===== src/rtl/spikecore_fifo.sv =====
// Spike address FIFO with a two-state frame handshake.
// A producer pushes spike addresses while the frame is collecting. frame_end_i
// closes the frame, and the consumer then drains the FIFO. tick_done_i throws
// away anything left over and reopens the FIFO for the next tick.
//
// state      | meaning
// -----------+-----------------------------------------------
// ST_COLLECT | frame open, pushes accepted
// ST_READY   | frame closed, pushes refused, consumer drains
module spikecore_fifo #(
  parameter int N     = 256,
  parameter int DEPTH = 32,
  localparam int AW   = $clog2(N),
  localparam int PW   = $clog2(DEPTH),
  localparam int CW   = $clog2(DEPTH) + 1
) (
  input  logic          CLK,
  input  logic          RSTN,
  input  logic          spk_valid_i,
  input  logic [AW-1:0] spk_addr_i,
  output logic          spk_ready_o,
  input  logic          frame_end_i,
  input  logic          tick_done_i,
  input  logic          clear_i,
  input  logic          r_en_i,
  output logic [AW-1:0] r_data_o,
  output logic          empty_o,
  output logic          full_o,
  output logic          done_o,
  output logic [CW-1:0] count_o,
  output logic          underflow_o
);

  localparam logic [0:0] ST_COLLECT = 1'b0;
  localparam logic [0:0] ST_READY   = 1'b1;

  logic [0:0]    state_q, state_d;
  logic [PW-1:0] wr_ptr_q, wr_ptr_d;
  logic [PW-1:0] rd_ptr_q, rd_ptr_d;
  logic [CW-1:0] count_q, count_d;
  logic [AW-1:0] r_data_q, r_data_d;
  logic          underflow_q, underflow_d;
  logic [AW-1:0] mem [DEPTH];
  logic          push, pop;

  // Status flags come straight from the registered count. Ready ignores
  // r_en_i on purpose, so a pop never frees a slot for a push in the same cycle.
  always_comb begin
    empty_o     = (count_q == '0);
    full_o      = (count_q == CW'(DEPTH));
    spk_ready_o = (state_q == ST_COLLECT) && !full_o;
    done_o      = (state_q == ST_READY);
    push        = spk_valid_i && spk_ready_o;
    pop         = r_en_i && !empty_o;
    count_o     = count_q;
    r_data_o    = r_data_q;
    underflow_o = underflow_q;
  end

  // Next-state logic. clear_i overrides everything. Otherwise the pop and push
  // are applied first, then the frame handshake. tick_done_i discards whatever
  // the consumer has not popped.
  always_comb begin
    state_d     = state_q;
    wr_ptr_d    = wr_ptr_q;
    rd_ptr_d    = rd_ptr_q;
    count_d     = count_q;
    r_data_d    = r_data_q;
    underflow_d = underflow_q;
    if (clear_i) begin
      state_d     = ST_COLLECT;
      wr_ptr_d    = '0;
      rd_ptr_d    = '0;
      count_d     = '0;
      r_data_d    = '0;
      underflow_d = 1'b0;
    end else begin
      if (pop) begin
        r_data_d = mem[rd_ptr_q];
        rd_ptr_d = rd_ptr_q + PW'(1);
      end else if (r_en_i) begin
        underflow_d = 1'b1;
      end
      if (push) begin
        wr_ptr_d = wr_ptr_q + PW'(1);
      end
      if (push && !pop) begin
        count_d = count_q + CW'(1);
      end else if (pop && !push) begin
        count_d = count_q - CW'(1);
      end
      if (state_q == ST_COLLECT) begin
        if (frame_end_i) state_d = ST_READY;
      end else if (tick_done_i) begin
        state_d  = ST_COLLECT;
        wr_ptr_d = '0;
        rd_ptr_d = '0;
        count_d  = '0;
      end
    end
  end

  // Control registers, cleared asynchronously.
  always_ff @(posedge CLK or negedge RSTN) begin
    if (!RSTN) begin
      state_q     <= ST_COLLECT;
      wr_ptr_q    <= '0;
      rd_ptr_q    <= '0;
      count_q     <= '0;
      r_data_q    <= '0;
      underflow_q <= 1'b0;
    end else begin
      state_q     <= state_d;
      wr_ptr_q    <= wr_ptr_d;
      rd_ptr_q    <= rd_ptr_d;
      count_q     <= count_d;
      r_data_q    <= r_data_d;
      underflow_q <= underflow_d;
    end
  end

  // Storage array has no reset. Only the pointers and count say which entries
  // are valid.
  always_ff @(posedge CLK) begin
    if (push && !clear_i) begin
      mem[wr_ptr_q] <= spk_addr_i;
    end
  end

endmodule


===== config.mk =====
export PLATFORM = sky130hd
export DESIGN_NAME = spikecore_fifo
export DESIGN_NICKNAME = d
export VERILOG_FILES = /design/src/rtl/spikecore_fifo.sv
export SDC_FILE = /design/constraint.sdc
export NUM_CORES = 1
export LEC_CHECK = 0
export ABC_AREA = 1
export BUFFER_PORTS_ARGS = -buffer_cell sky130_fd_sc_hd__clkbuf_2
export CORE_MARGIN = 2
export CORE_UTILIZATION = 50
export CTS_CLUSTER_SIZE = 40
export DETAILED_ROUTE_END_ITERATION = 8
export PLACE_DENSITY = 0.66
export SYNTH_ARGS = -nofsm -noshare
export SYNTH_HDL_FRONTEND = slang
export SYNTH_SLANG_ARGS = --single-unit

===== constraint.sdc =====
create_clock -name CLK -period 2.57 [get_ports CLK]
set_input_delay 0.514 -clock CLK [delete_from_list [all_inputs] [get_ports CLK]]
set_output_delay 0.514 -clock CLK [all_outputs]
set_load 0.02 [all_outputs]

==> summary.txt <==
Global routing
  – Tot GR Track Use: 0.2264
  – Largest net degree at the start of global routing: 80
  – Initial antenna violation count: 0
  – Vias in the first global route: ~7900
  – GR Overflow Total: 0
  – First-pass GRT wire length: 44.44 mm

Place
  – Pre-CTS setup slack: slightly above 0.4 ns
  – GPL Wtd Cong: 0.8569
  – Buffers on Ports: 33
  – Dpl hpwl: about 18 mm

Worst setup path
  – CP Launch Type: flop
  – Setup crit end kind: primary output
  – CP Data Required Time: between 2 and 2.5 ns
  – CP max stage cell: dfrtp_1
  – R2R Setup Slk: between 0.3 and 0.4 ns
  – Delay-heaviest family, CP: flip-flops
  – Crit Path Category: flop to primary output
  – Cells along the critical path: inv_1 > ha_1 > nand3_2 > inv_1 > nor2_1 > clkbuf_2
  – Crit-path most repeated cell: inv_1
  – Maximum fanout along the worst path: 5
  – WP data arrival: 1.73 ns
  – Largest stage delay on the critical path: around 0.40 ns
  – Buf/Inv on CP: 3

Clock network
  – Maximum clock path buffer count: 3
  – Worst-path clk slew: roughly 0.060 ns
  – Clock Latency Late Sink: 0.55 ns
  – Post-cts sizing count: 0
  – Cts bufs inserted: 29
  – Htree depth: 1
  – CTS sink cnt: 282
  – Hold_buf cts: 0
  – CTS tree: done
  – # Post-CTS Setup Buffers: 0
  – Clock root cell: clkbuf_16

Timing
  – Final period utilization: 0.8731
  – FMAX: around 450 MHz
  – Max-slew headroom at the worst pin: 0.4136
  – Final setup viols: 0
  – Clock Skew: 0.01510 ns
  – Slew @ Worst Pin: ~0.88 ns
  – RSZ-0062 raised after global routing: false
  – Setup ws final: about 0.33 ns
  – Final-report hold violation count: 0
  – Pins Over Slew Limit: 0
  – Final setup TNS: 0 ns
  – Post-layout min period: ~2.2 ns

Drt
  – Avg WL per Cell: 17.90 microns
  – DR iter-0 viols: a little over 900
  – DR pass1 iterations: 5
  – Final wirelength: approximately 29 mm
  – DRC viols: 0
  – Final ANT Viol Nets: 0
  – Number of vias per cell: 5.144
  – DR vias: slightly above 8000

Pwr
  – Worst IR Drop VDD: between 600 and 700 uV
  – Tot Pwr: around 11 mW
  – Cell Pwr Density: 826.1 nW/um^2
  – Lkg Pwr: between 5 and 6 nW

Cells and area
  – Layout cells sized above 1: 0.1224
  – Final nets: about 1300
  – Antenna cells: 0
  – P&R area growth vs syn: 13.78%

Yosys
  – Post-synthesis async set-or-reset flop share: 0.09220
  – Syn avg cell area: around 10 sq um
  – Synth warn: 0
  – Flops & latches, synth: 282
  – Most frequent cell after synthesis: nand2_1
  – Share of the synthesized area in the top cell type: 0.6303
  – Synth area leader: edfxtp_1
  – Commonest cells in the netlist: nand2_1, edfxtp_1, nor2_1
  – Synth Cell Area: around 12000 sq um
  – Mapped Cells: 1175
  – Ranking of synthesized cells by area: edfxtp_1, nand2_1, nor2_1, dfrtp_1, nand3_1
  – Distinct cell type count after synthesis: 30
  – EDFF count, synth: roughly 260
  – Sequential-to-total area share from yosys stat: 0.6836
  – Post-synth top flop: edfxtp_1
  – Post-Syn Nets: 1198

Floorplan
  – Die Y: between 150 and 200 microns
  – Top-Level Pins: 34
  – Initial Util: 0.5060
  – Die X: 160.2 microns
  – Num rows: 57
  – Core area: between 20000 and 25000 sq um
  – Die area: between 20000 and 30000 sq um

Hold path
  – Min-Delay Path Class: primary input to asynchronous set/reset pin

Run
  – Max-capacitance violation count: 0

Status
  – Status: completed
-- registers in the layout, indices dropped and copies added (netlist names) --
signal / count
done_o: 1
underflow_o: 1
r_data_o: 8
wr_ptr_q: 5
mem: 256
rd_ptr_q: 5
count_o: 6
-- worst reg2reg max path: stages, from the launching register on --
cell and delay [ns]:
dfrtp_1 0.38, inv_1 0.11, ha_1 0.25, nand3_2 0.11, nand3_4 0.09, nor2_1 0.17
nand2_1 0.37, nor2_1 0.21, buf_4 0.20
-- final cells by class --
| cell class | count | area (sq um) |
|---|---|---|
| fillers | 2113 | 10230 |
| flip-flops and latches | 282 | 8342 |
| multi-input cells | 766 | 3237 |
| clock buffers | 38 | 789.5 |
| repair buffers | 98 | 703.2 |
| well taps | 324 | 405.4 |
| inverters | 75 | 286.5 |
| clock inverters | 16 | 113.9 |
-- per-layer routing --
layer | up-vias | GRT usage | wire (microns)
li1 | 4038 | - | -
met1 | 3889 | 0.3302 | 12610
met2 | 256 | 0.3585 | 13490
met3 | 42 | 0.03532 | 1869
met4 | 0 | 0.06020 | 648
met5 | - | 0 | 0
-- report_power, final --
part | switching [mW] | internal (mW)
combinational | 1.64 | 0.657
clock | 1.68 | 2.26
sequential | 0.117 | 5.11
-- cell usage in the layout, fill, tap and decap left out, types with 3 or more instances in the layout --
| cell | instances |
|---|---|
| buf_12 | 4 |
| nor3_1 | 5 |
| clkinvlp_4 | 3 |
| ha_1 | 8 |
| clkbuf_1 | 6 |
| clkbuf_8 | 3 |
| clkinv_1 | 4 |
| o21ai_1 | 4 |
| nand2_1 | 396 |
| a211oi_1 | 3 |
| clkinv_2 | 9 |
| clkbuf_16 | 29 |
| clkbuf_2 | 33 |
| nand3_1 | 113 |
| inv_1 | 69 |
| o21ai_0 | 23 |
| buf_4 | 61 |
| edfxtp_1 | 256 |
| dfrtp_1 | 25 |
| a21oi_1 | 16 |
| nor2_1 | 185 |
-- final timing paths --
check,end,cells past startpoint,from
max,spk_ready_o,6,count_o[0]$_DFF_PN0_
max in group asynchronous,rd_ptr_q[0]$_DFF_PN0_,1,RSTN
min in group CLK,done_o$_DFF_PN0_,3,frame_end_i
min reg2reg,r_data_o[1]$_DFFE_PN0P_,2,r_data_o[1]$_DFFE_PN0P_
min,wr_ptr_q[1]$_DFF_PN0_,1,RSTN
max reg2reg,mem[30][6]$_DFFE_PP_,8,count_o[0]$_DFF_PN0_
-- cell families after synthesis --
| kind of cell | share of synthesized area |
|---|---|
| simple gates | 0.2366 |
| flops | 0.6836 |
| buf+inv | 0.05098 |
| compound gates | 0.02062 |
| fa+ha+maj | 0.008207 |
-- metrics by stage --
step / cells / area, sq um / hold WS [ns] / util
2_1_floorplan: 1175 / 12200 / 0.2184 / -
3_3_place_gp: 1545 / 12970 / 0.4657 / 0.5382
3_5_place_dp: 1545 / 12970 / 0.4698 / 0.5382
4_1_cts: 1599 / 13880 / 0.02507 / 0.5757
5_1_grt: 1599 / 13880 / 0.05428 / 0.5757
6_report: 1599 / 13880 / 0.02729 / 0.5757
Power figures use the tool's default switching activity.
